`src/rtl/rr_mux_pkg.sv`:
```
// Shared constants and types for the 4-channel round-robin beat multiplexer.
// Used by rr_arb_4 and rr_mux_4x1 (optional packet lock: RR_MUX_4X1_PKT_LOCK_EN).
package rr_mux_pkg;

  localparam int NUM_CH = 4;
  localparam int SEL_W  = 2;

  typedef logic [NUM_CH-1:0] grant_t;
  typedef logic [SEL_W-1:0]  sel_t;

  // One-hot grant to channel index; zero or malformed vectors map to channel 0.
  function automatic sel_t grant_to_idx(input grant_t g);
    sel_t idx;
    case (g)
      4'b0001: idx = 2'd0;
      4'b0010: idx = 2'd1;
      4'b0100: idx = 2'd2;
      4'b1000: idx = 2'd3;
      default: idx = 2'd0;
    endcase
    return idx;
  endfunction

endpackage

```
`src/rtl/rr_arb_4.sv`:
```
// Combinational 4-way round-robin arbiter: searches ptr+1 .. ptr+4 (mod 4).
// While lock is high only lock_ch may be granted.
module rr_arb_4
  import rr_mux_pkg::*;
(
  input  grant_t req,
  input  sel_t   ptr,
  input  logic   lock,
  input  sel_t   lock_ch,
  output grant_t grant
);

  grant_t w_rr;
  grant_t w_lk;
  sel_t   w_c;
  logic   w_hit;
  logic   w_found;

  // Rotating first-set search starting just after the last granted channel.
  always_comb begin
    w_rr    = 4'b0000;
    w_c     = 2'd0;
    w_hit   = 1'b0;
    w_found = 1'b0;
    for (int i = 1; i <= NUM_CH; i++) begin
      w_c       = sel_t'(ptr + sel_t'(i));
      w_hit     = req[w_c] & ~w_found;
      w_rr[w_c] = w_rr[w_c] | w_hit;
      w_found   = w_found | w_hit;
    end
  end

  assign w_lk  = grant_t'({{(NUM_CH-1){1'b0}}, req[lock_ch]}) << lock_ch;
  assign grant = lock ? w_lk : w_rr;

endmodule

```
`src/rtl/rr_mux_4x1.sv`:
```
// 4:1 round-robin beat multiplexer with a single registered output stage.
// Define RR_MUX_4X1_PKT_LOCK_EN to hold arbitration on one channel until in_last.
module rr_mux_4x1
  import rr_mux_pkg::*;
#(
  parameter int DATA_W = 8
) (
  input  logic                     clk,
  input  logic                     rst_n,
  input  logic [NUM_CH-1:0]        in_valid,
  output logic [NUM_CH-1:0]        in_ready,
  input  logic [NUM_CH*DATA_W-1:0] in_data,
  input  logic [NUM_CH-1:0]        in_last,
  output logic                     out_valid,
  input  logic                     out_ready,
  output logic [DATA_W-1:0]        out_data,
  output logic [SEL_W-1:0]         out_sel,
  output logic                     out_last
);

  logic              w_load_en;
  logic              w_xfer;
  logic              w_lock;
  grant_t            w_grant;
  sel_t              w_idx;
  logic [DATA_W-1:0] w_sel_data;
  logic              w_sel_last;

  logic              r_out_valid;
  logic [DATA_W-1:0] r_out_data;
  sel_t              r_out_sel;
  logic              r_out_last;
  sel_t              r_ptr;

  assign w_load_en  = ~r_out_valid | out_ready;
  assign in_ready   = w_load_en ? w_grant : 4'b0000;
  assign w_xfer     = |in_ready;
  assign w_idx      = grant_to_idx(w_grant);
  assign w_sel_data = in_data[int'(w_idx)*DATA_W +: DATA_W];
  assign w_sel_last = in_last[w_idx];

`ifdef RR_MUX_4X1_PKT_LOCK_EN
  logic r_lock;

  // A non-final beat pins arbitration to its channel; the final beat releases it.
  always_ff @(posedge clk or negedge rst_n) begin
    if (!rst_n) begin
      r_lock <= 1'b0;
    end else if (w_xfer) begin
      r_lock <= ~w_sel_last;
    end
  end

  assign w_lock = r_lock;
`else
  assign w_lock = 1'b0;
`endif

  rr_arb_4 u_arb (
    .req     (in_valid),
    .ptr     (r_ptr),
    .lock    (w_lock),
    .lock_ch (r_ptr),
    .grant   (w_grant)
  );

  // Output beat register; refills in the same cycle the held beat drains.
  always_ff @(posedge clk or negedge rst_n) begin
    if (!rst_n) begin
      r_out_valid <= 1'b0;
      r_out_data  <= '0;
      r_out_sel   <= 2'd0;
      r_out_last  <= 1'b0;
    end else if (w_load_en) begin
      r_out_valid <= w_xfer;
      if (w_xfer) begin
        r_out_data <= w_sel_data;
        r_out_sel  <= w_idx;
        r_out_last <= w_sel_last;
      end
    end
  end

  // ptr starts at 3 so channel 0 wins first after reset.
  always_ff @(posedge clk or negedge rst_n) begin
    if (!rst_n) begin
      r_ptr <= 2'd3;
    end else if (w_xfer) begin
      r_ptr <= w_idx;
    end
  end

  assign out_valid = r_out_valid;
  assign out_data  = r_out_data;
  assign out_sel   = r_out_sel;
  assign out_last  = r_out_last;

endmodule

```
`config.mk`:
```
export PLATFORM = sky130hd
export DESIGN_NAME = rr_mux_4x1
export DESIGN_NICKNAME = d
export VERILOG_FILES = /design/src/rtl/rr_mux_pkg.sv /design/src/rtl/rr_arb_4.sv /design/src/rtl/rr_mux_4x1.sv
export SDC_FILE = /design/constraint.sdc
export NUM_CORES = 1
export LEC_CHECK = 0
export CORE_UTILIZATION = 48
export CTS_BUF_LIST = sky130_fd_sc_hd__clkbuf_8
export CTS_CLUSTER_SIZE = 20
export DETAILED_ROUTE_END_ITERATION = 12
export GPL_ROUTABILITY_DRIVEN = 0
export PLACE_DENSITY_LB_ADDON = 0.1
export SYNTH_ARGS = -nofsm -noshare
export SYNTH_HDL_FRONTEND = slang
export SYNTH_HIERARCHICAL = 1
export SYNTH_SLANG_ARGS = --single-unit
```
`constraint.sdc`:
```
create_clock -name clk -period 7.75 [get_ports clk]
set_input_delay 2.325 -clock clk [delete_from_list [all_inputs] [get_ports clk]]
set_output_delay 2.325 -clock clk [all_outputs]
set_load 0.005 [all_outputs]
```
---- After elaboration in Yosys (flattened, before gate mapping) ----
Index checks and enable logic that the tools add are counted.
word-level totals
  flip-flop bits (word level) ............. 14
  input bits .............................. 43
  output and inout bits ................... 16
  word-level logic and storage cells ...... 73
cells by class
  add/sub/neg operators ................... 3
  magnitude comparators ................... 9
  eq/ne operators ......................... 3
  shifts and indexed selects .............. 1
  mux-type cells .......................... 31
  bitwise operators ....................... 15
  reductions and logical operators ........ 6
operator list
  operator             number
  $shiftx 32x6->8      1
  $bmux 1 s2           9
  $lt 2x3->1 const B   5
  $mux 1               13
  $bwmux 4             3
  $demux 1 s2          4
  $ge 2x1->1 const B   4
  $or 1x1->1           7
  $pmux 2 s3           1
  $add 2x2->2 const B  2
  $and 4x4->4          1
  $eq 4x2->1 const B   1
  $eq 4x3->1 const B   1
  $eq 4x4->1 const B   1
  $logic_and 1x1->1    4
  $mux 4               1
  $not 1->1            4
  $reduce_or 4->1      1
  $and 1x1->1          3
  $add 2x1->2 const B  1
  $reduce_and 2->1     1

---- Logic depth before layout (Yosys ltp) ----
  depth in word-level cells ............... 22
  depth in mapped cells ................... 17
  gate-level depth less buffers ........... 12

---- Cells and area by module ----
The synthesis kept the hierarchy.
by module, submodules not included
  module      instances  cells an instance  area each (sq um)  sequential area each (sq um)
  rr_mux_4x1  1          111                1072.3             352.8
  rr_arb_4    1          90                 694.4              0.0

---- Worst setup path before layout ----
No wires, ideal clock.
  path kind ............................... input-to-output
  from .................................... input in_valid[2]
  to ...................................... output in_ready[2]
  data arrival time ....................... 4.707 ns
  required time ........................... 5.425 ns
  slack ................................... 0.718 ns
  stages .................................. 10
  buffers on the path ..................... 2
  cell sequence ........................... buf_2 > mux4_2 > mux2_4 > a21boi_1 > or3_1 > o221ai_2 > nand3b_1 > o21ai_1 > clkbuf_1 > and2_1
on the way
  longest elaborated chain between the ends .. 17
ends and longest elaborated chain
  item                          RTL line          source
  start: declaration            rr_mux_4x1.sv:10  input logic [NUM_CH-1:0] in_valid,
  $bmux 1 s2                    rr_arb_4.sv:27    w_hit = req[w_c] & ~w_found;
  $mux 1 (not written as such)  rr_arb_4.sv:27
  $or 1x1->1                    rr_arb_4.sv:28    w_rr[w_c] = w_rr[w_c] | w_hit;
  $and 4x4->4 (no source line)  --
  $bmux 1 s2                    rr_arb_4.sv:28
  $mux 1 (not written as such)  rr_arb_4.sv:28
  $or 1x1->1                    rr_arb_4.sv:28
  $bwmux 4                      rr_arb_4.sv:28
  (+2 left out)                 --
  $or 1x1->1                    rr_arb_4.sv:28
  $bwmux 4                      rr_arb_4.sv:28
  $bmux 1 s2                    rr_arb_4.sv:28
  $mux 1 (not written as such)  rr_arb_4.sv:28
  $or 1x1->1                    rr_arb_4.sv:28
  $bwmux 4 *                    rr_arb_4.sv:28
  net w_grant[2]                rr_mux_4x1.sv:24  grant_t w_grant;
  $mux 4 *                      rr_mux_4x1.sv:36  assign in_ready = w_load_en ? w_grant : 4'b0000;
  end: declaration              rr_mux_4x1.sv:11  output logic [NUM_CH-1:0] in_ready,
The timed path passes the listed nets; every way through them passes the cells marked *. The select of a mux whose other input is x is not followed.

---- Worst setup path after layout ----
Ends and elaborated chain as after synthesis.

==> summary.txt <==
CTS
  – Clock Latency Late Sink: ~0.24 ns
  – CTS Buf Count: 3
  – PostCTS Resize Cnt: 0
  – Clk buf depth: 2
  – Post-CTS setup buffers: 0
  – TritonCTS clock tree: yes
  – H-tree depth: 1
  – Root Driver: clkbuf_8
  – Post-CTS Hold Buffers: 0
  – Clock-pin slew on the worst setup and hold paths: 0.06 ns
  – Clock sink count: 14

Worst setup path
  – R2R Setup Slk: approximately 3.2 ns
  – R2R depth: 12
  – Crit path DAT: between 5 and 6 ns
  – CP Launch Type: input port
  – WP data required: between 5 and 6 ns
  – Worst flop-to-flop path startpoint: r_ptr[0]$_DFFE_PN1P_
  – Setup crit end kind: output pin
  – WS Path Type: in2out
  – Worst-path maximum fanout: 6
  – FF-to-FF End: out_data[4]$_DFFE_PN0P_

STA
  – Fin crit share: between 90 and 100%
  – Slew Limit Headroom: a little under three fifths
  – Clk_skew: 0.001153 ns
  – Final slew viol count: 0
  – Highest Clock Rate: ~130 MHz
  – Worst Tran Pin Value: between 0.6 and 0.7 ns
  – Hold Vio Cnt, Final: 0
  – Setup TNS: 0 ns
  – Minimum clock period: around 7.6 ns
  – Setup Viol. Count Final: 0
  – RSZ-0062 raised after global routing: false

Yosys
  – Mapped cell area: between 1500 and 2000 um2
  – Post-synth EDFFs: 0
  – Yosys warning count: 6
  – Cells after synthesis: approximately 200
  – Synth unique cells: 62
  – Post-synthesis sequential area ratio: 19.97%
  – Dominant synthesized flop cell: dfrtp_1
  – Post-synthesis async set-or-reset flop share: 100.0%
  – Mapped Avg Cell Area: 8.790 um2
  – FF+latch count, synth: 14

Cells and area
  – Fillers: approximately 280
  – Share of post-route cells with drive strength above 1: a little under a fifth
  – Nets: 300
  – Cell area after layout: 2409 um2
  – Antenna diode count: 0
  – Area Growth Syn to Fin: 36.33%

Job
  – # Max-Cap Violations: 0

Floorplan
  – Row Count: 21
  – Die X: around 63 um
  – Die ar.: 3928 um2
  – I/O pin count: 59
  – Floorplan Core Area: 3442 um2
  – Die Span Y: between 60 and 70 um
  – Initial Utilization: approximately 51%

Global routing
  – Initial antenna violation count: 0
  – Gr ovfl total: 0
  – Gr busiest metal: met2
  – First-pass GRT wire length: between 7000 and 8000 um
  – Met3 usage: 4.380%
  – Number of global-route vias before repair: approximately 1700
  – Pin count of the biggest net entering global routing: 25
  – Met2 Resource Use GR: a little under two fifths
  – M1 GR Usage: 36.72%
  – Total global-route track usage: approximately 25%

Placement
  – Hpwl dp: 3595 um
  – Post-placement cell area: approximately 2300 um2
  – Port buffer count: 58

Pwr
  – Lkg Pwr: just over 0.9 nW
  – Pwr Density: 361.2 nW/um2
  – Peak supply drop: 0.2855 mV

Hold path
  – HP Class: reg2reg
  – Hold Crit Endpoint: out_sel[0]$_DFFE_PN0P_
  – Min-delay src: out_sel[0]$_DFFE_PN0P_
  – Hold Path Depth: 1

Status
  – Status: completed

Drt
  – Drt pass-1 iters: 4
  – # DRC: 0
  – Initial DRC Count: roughly 130
  – Final Routed Wirelength: 4820 um
  – Vias per cell: roughly 6
  – Vias after detailed routing: 1825
  – Routed Antenna Nets: 0
  – DR WL/cell: 16.17 um
-- how the worst max path moves through the flow --
stage             endpoint   startpoint  slack, ns
3_3_place_gp   in_ready[2]  in_valid[3]       0.20
5_1_grt        in_ready[3]  in_valid[2]       0.01
6_report       in_ready[2]  in_valid[2]       0.17
3_5_place_dp   in_ready[2]  in_valid[2]       0.20
2_1_floorplan  in_ready[2]  in_valid[2]       0.72
4_1_cts        in_ready[2]  in_valid[2]       0.17
-- power breakdown --
part	total (W)	internal (W)	leakage (nW)	switching, W
clock network	0.0000699	0.0000449	0.0288	0.0000249
registers	0.000146	0.000112	0.158	0.0000336
logic	0.000654	0.000313	0.745	0.000342
-- sequential cells by signal, indices dropped and copies added (netlist names) --
name       count
out_data       8
out_sel        2
r_ptr          2
out_last       1
out_valid      1
-- logic make-up (layout without fill, tap and decap cells) --
family | after synthesis | after routing | synth area share [%]
simple gates | 73 | 73 | 30.52
mux | 7 | 7 | 6.444
xor+xnor | 2 | 2 | 1.417
compound gates | 74 | 74 | 30.24
flops | 14 | 14 | 19.97
buf+inv | 26 | 76 | 8.357
other cells | 1 | 2 | 0.2123
fa+ha+maj | 4 | 4 | 2.833
-- per-stage QoR --
step	hold slack [ns]	util (%)	setup slack, ns	cells	power, W
floorplan	0.4735	-	0.7179	202	0.0006145
global placement	0.4779	68.19	0.2012	294	0.0007840
detailed placement	0.4738	68.19	0.1990	294	0.0007905
CTS	0.4863	69.79	0.1725	298	0.0008638
global route	0.5077	69.97	0.01170	298	0.0009385
finish	0.4831	69.97	0.1684	298	0.0008699
-- metal layers --
metal / vias to the layer above / routed length, um
met1: 866 / 2367
met4: 0 / 18
li1: 878 / -
met3: 4 / 349
met2: 77 / 2084
met5: - / 0
-- layout by cell type, fill, tap and decap left out, drive strengths merged, types with 4 or more instances in the layout --
master,count
ha,4
and2,4
inv,5
nor2,7
nand3b,6
o211ai,9
a21o,5
dfrtp,12
and3b,19
nand2,15
a41oi,10
o21ai,16
clkbuf,4
a211oi,4
a21oi,15
clkdlybuf4s50,58
buf,9
-- layout make-up --
class / instances / area [um2] / share of cell area (%)
inverters: 5 / 18.77 / 0.7792
repair buffers: 67 / 648.1 / 26.91
clock buffers: 4 / 55.05 / 2.286
well taps: 46 / 57.56 / 2.390
multi-input cells: 162 / 1276 / 52.99
flip-flops and latches: 14 / 352.8 / 14.65
-- cell usage after synthesis (all sizes together), types with 5 or more instances --
master  count  area, um2
nand2      15      63.81
nand3b      6      45.04
o211ai      9      67.56
dfrtp      12      300.3
and3b      19      183.9
buf         8      67.56
o21ai      16      80.08
inv         5      18.77
nor2        7      28.78
clkbuf     13      61.31
a21oi      15      75.07
a21o        5      37.54
a41oi      10      87.58
-- critical path, cell delays in order --
cell	delay (ns)
clkdlybuf4s50_1	0.44
mux4_2	0.59
mux2_4	0.26
a21boi_1	0.08
or3_1	0.37
o221ai_2	0.23
nand3b_1	0.12
o21ai_1	0.17
and2_1	0.14
clkdlybuf4s50_1	0.52
Note: power is estimated with default switching activity, not from simulation.
==> edit 1, RTL diff (config.mk and constraints unchanged) <==
Change the package constant `NUM_CH` from 4 to 3.
--- a/src/rtl/rr_mux_pkg.sv
+++ b/src/rtl/rr_mux_pkg.sv
@@ -3,5 +3,5 @@
 package rr_mux_pkg;
 
-  localparam int NUM_CH = 4;
+  localparam int NUM_CH = 3;
   localparam int SEL_W  = 2;
 
Interface: changed (resized in_data, in_last, in_ready and in_valid); port bits go from 59 to 48. No check against the original RTL was run, so the function may have changed too.
==> edit 1 against the original RTL <==
  * Clock power is 5.2% higher
  * Via count is 30% lower
  * Design area is 29% lower
  * Critical path type unchanged
  * Combinational power is 35% lower
  * Synthesized area is 33% lower
  * Wire length is 29% lower
  * Sequential power is 3% higher
  * Fmax is 3.7% higher
  * Setup slack better by 0.27 ns
  * Largest cell class unchanged
  * Power is 25% lower
  * First-iteration DRC count is 69% lower
  * Sequential cell count stayed put
  * Register-to-register slack better by 0.65 ns
==> edit 1: results (changes against the original RTL) <==
| Metric | Value |
|---|---|
| Worst slack, placed | 0.492 ns (+0.293 ns) |
| Sequential share of the synthesized area | 0.296 (+0.0962) |
| Worst-path maximum fanout | 15 (+9) |
| Leak | 0.664 nW (-29%) |
| R2R setup slack | 3.83 ns (+0.65 ns) |
| Signal buf overhead | 0.273 (+0.00416) |
| DR WL/cell | 16.5 microns (+1.8%) |
| Design Area, Final | 0.00172 sq mm (-29%) |
| First-pass GRT wire length | 5490 microns (-30%) |
| Pin count of the biggest net entering global routing | 19 (-24%) |
| Vias in the first global route | 1203 (-28%) |
| Final Skew | 0.00270 ns (+0.00155 ns) |
| Synth cell types | 47 (-24%) |
| CP Data Arrival Time | 4.98 ns (-0.28 ns) |
| Clock-cell share | 0.0320 (+0.00912) |
| Tot GR Track Use | 0.278 (+0.0312) |
| Comb_multi_in | 106 (-35%) |
| Nets | 219 (-27%) |
| DR iter-0 viols | 39 (-69%) |
| Largest cells by area after synthesis | dfrtp_1 25%, a22oi_1 5.7%, a31oi_1 5.2%, ha_1 5.2%, o21ai_0 4.6% |
| DR vias | 1274 (-30%) |
| Worst IR Drop VDD | 290 uV (+1.5%) |
| DR pass1 iterations | 5 (+1) |
| Syn Area/Cell | 9.03 sq um (+2.8%) |
| Syn-to-layout area delta | 44.4% |
| Status | complete, no violations |
| Fin Hold WS | 0.549 ns (+0.0662 ns) |
| Final WS setup | 0.442 ns (+0.273 ns) |
| Non-clock inverter count | 9 (+4) |
| R2r endpoint | out_last$_DFFE_PN0P_ |
| Buffers excl. clock | 47 (-30%) |
| CP max-delay cell | clkdlybuf4s50_1 |
| Detailed Place HPWL | 2510 microns (-30%) |
| Port bufs | 47 (-19%) |
| CP Capture Point | in_ready[0] |
| DP Cell Count | 204 (-31%) |
| Post-synth top cells | 12 x dfrtp_1, 11 x o21ai_0, 10 x a31oi_1 |
[edit 1: power by group]
part / internal, mW / switching (mW) / leakage [nW]
clock: 0.0451 / 0.0284 / 0.0288
sequential: 0.115 / 0.0362 / 0.157
combinational: 0.206 / 0.219 / 0.477
total: 0.366 / 0.283 / 0.664
[edit 1: kinds of logic (layout without fill, tap and decap cells)]
kind of cell / Yosys count / in the layout / synth area share
XOR/XNOR: 1 / 1 / 0.00735
other: 1 / 6 / 0.00314
AND/OR/NAND/NOR: 30 / 30 / 0.172
AO/OA/AOI/OAI: 59 / 59 / 0.348
buffers and inverters: 17 / 60 / 0.0703
flip-flops: 14 / 14 / 0.296
multiplexers: 5 / 5 / 0.0504
adder cells (fa/ha/maj): 5 / 5 / 0.0525
[edit 1: per-layer routing]
metal / GRT usage / vias to the layer above / part of all wire
met5: 0 / - / 0
met1: 0.370 / 610 / 0.43
met2: 0.459 / 54 / 0.51
met3: 0.0439 / 5 / 0.052
met4: 0.0811 / 0 / 0.0091
li1: - / 605 / -
==> edit 2, RTL diff (same flow settings) <==
Without the edit above. Build with the macro `RR_MUX_4X1_PKT_LOCK_EN` defined.
--- a/src/rtl/rr_mux_4x1.sv
+++ b/src/rtl/rr_mux_4x1.sv
@@ -1,4 +1,6 @@
 // 4:1 round-robin beat multiplexer with a single registered output stage.
 // Define RR_MUX_4X1_PKT_LOCK_EN to hold arbitration on one channel until in_last.
+`define RR_MUX_4X1_PKT_LOCK_EN
+
 module rr_mux_4x1
   import rr_mux_pkg::*;
Function: changed (Yosys sat finds a counterexample within 4 cycles, from zero or initial values and one cycle with rst_n low).
==> edit 2 against the original RTL <==
  * Sequential cell count grew 1
  * Synthesized area is essentially flat
  * Design area grew 0.21%
  * Setup slack gained 0.032 ns
  * Core utilization grew 0.15 points
  * Wire length shrank 1.4%
  * Power grew 27%
  * Global-route usage grew 0.55 points
  * Largest power group unchanged
==> edit 2: results (changes against the original RTL) <==
| Metric | Value |
|---|---|
| WHS Endpoint | out_sel[1]$_DFFE_PN0P_ |
| Worst IR Drop VDD | 260 uV (-8.9%) |
| Total clock sinks | 15 (+1) |
| Post-Route WL | 4750 microns (-1.4%) |
| Final Skew | 0.00808 ns (+0.00693 ns) |
| Leak | 0.944 nW (+1.3%) |
| CP Launch Point | in_valid[3] |
| Worst hold stages | 1 (unchanged) |
| Pin count of the biggest net entering global routing | 25 (unchanged) |
| R2R setup slack | 3.00 ns (-0.18 ns) |
| Longest Clk Path Bufs | 2 (unchanged) |
| First-pass GRT wire length | 7980 microns (+2.0%) |
| Post-Synthesis Net Count | about 250 |
| GR Layer Usage met1 | 0.318 (-0.0490) |
| Vias in the first global route | 1719 (+2.5%) |
| Clock transition at the registers of the reported paths | approximately 0.07 ns |
| Worst-Skew Late Latency | 0.25 ns |
| Tot GR Track Use | 0.252 (+0.00552) |
| Hold_sp | out_sel[1]$_DFFE_PN0P_ |
| Slew @ Worst Pin | 0.715 ns (+0.0635 ns) |
| Internal power | 564 uW (+20%) |
| DR pass1 iterations | 4 (unchanged) |
| Status | complete, no violations |
| Fin Hold WS | 0.477 ns (-0.00619 ns) |
| Root Buffer | clkbuf_8 |
| M1 wire length | 2000 microns (-16%) |
| CP max-delay cell | mux4_2 |
| PostCTS Resize Cnt | 0 (unchanged) |
| Layout cells sized above 1 | 0.139 (-0.0510) |
| Diodes inserted | 0 (unchanged) |
| Post-CTS Setup Inserts | 0 (unchanged) |
| Initial antenna violation count | 0 (unchanged) |
| CP Data Arrival Time | 5.22 ns (-0.04 ns) |
| Worst-path maximum fanout | 6 (unchanged) |
| Port bufs | 58 (unchanged) |
| CP Capture Point | in_ready[1] |
| Met3 Use GR | 0.0383 (-0.00547) |
| Sequential share of the synthesized area | 0.214 (+0.0143) |
| Post-synth top cells | 19 x and3b_1, 15 x a21oi_1, 13 x dfrtp_1, 13 x nand2_1, 12 x o21ai_0 |
| Met2 routed WL | 2440 microns (+17%) |
| Reg2reg start | r_ptr[0]$_DFFE_PN1P_ |
| Final Max Slew Viols | 0 (unchanged) |
| R2r endpoint | out_data[7]$_DFFE_PN0P_ |
| Synth cell types | 59 (-4.8%) |
| Detailed Place HPWL | 3510 microns (-2.5%) |
| CP top delay family | buffers and inverters |
| Nets | 299 (-0.33%) |
| DR WL met3 | 267 microns (-23%) |
| Worst hold path type | flop to flop |
| DR iter-0 viols | 184 (+45%) |
| Worst Reg-to-Reg Cells | 13 (+1) |
| Ys flop type | dfrtp_1 |
| Top Metal Used | met4 |
| Vias per Instance | 6.11 (-0.27%) |
| Yosys warns | 6 (unchanged) |
| Largest cells by area after synthesis | dfrtp_1 18%, and3b_1 9.4%, a21oi_1 4.3%, a41oi_1 4.0%, mux4_2 3.8% |
| Routing usage on met2 | 0.452 (+0.0802) |
| CTS H-tree lvls | 1 (unchanged) |
edit 2: cell types whose count changed after synthesis, moves of 2 or more:
cell | before | now
buf_2 | 3 | 5
and3b_1 | 5 | 19
a41oi_1 | 10 | 8
and3b_2 | 14 | 0
edit 2: cells by family (layout without fill, tap and decap cells):
kind of cell,count (synthesis),after routing,share of synthesized area
AOI/OAI and AO/OA,76,76,0.318
xor gates and xnor gates,2,2,0.0142
adders and majority gates,4,4,0.0283
buffers and inverters,26,75,0.0730
DFF,15,15,0.214
muxes,7,7,0.0645
and+or+nand+nor,72,72,0.288
edit 2: cell type report:
| type | instances | area, sq um |
|---|---|---|
| Clock buffer | 3 | 41.3 |
| Clock inverter | 1 | 5.00 |
| Fill cell | 279 | 1030 |
| Inverter | 5 | 18.8 |
| Multi-Input combinational cell | 161 | 1270 |
| Sequential cell | 15 | 378 |
| Tap cell | 46 | 57.6 |
| Timing Repair Buffer | 66 | 641 |
edit 2: power groups by stage:
stage / clock, mW / sequential, mW / combinational [mW]
floorplan: 0 / 0.149 / 0.644
global placement: 0 / 0.168 / 0.853
detailed placement: 0 / 0.166 / 0.859
CTS: 0.0663 / 0.166 / 0.864
global route: 0.0694 / 0.174 / 0.957
finish: 0.0650 / 0.167 / 0.870
edit 2: through the flow:
| stage | worst slack, ns | cell area [sq um] | power, mW | std cells |
|---|---|---|---|---|
| after global placement | 0.239 | 2350 | 1.02 | 293 |
| after detailed placement | 0.216 | 2350 | 1.03 | 293 |
| after global routing | 0.00454 | 2410 | 1.20 | 297 |
| final | 0.201 | 2410 | 1.10 | 297 |
| after CTS | 0.200 | 2400 | 1.10 | 297 |
| after floorplan | 0.721 | 1770 | 0.793 | 202 |
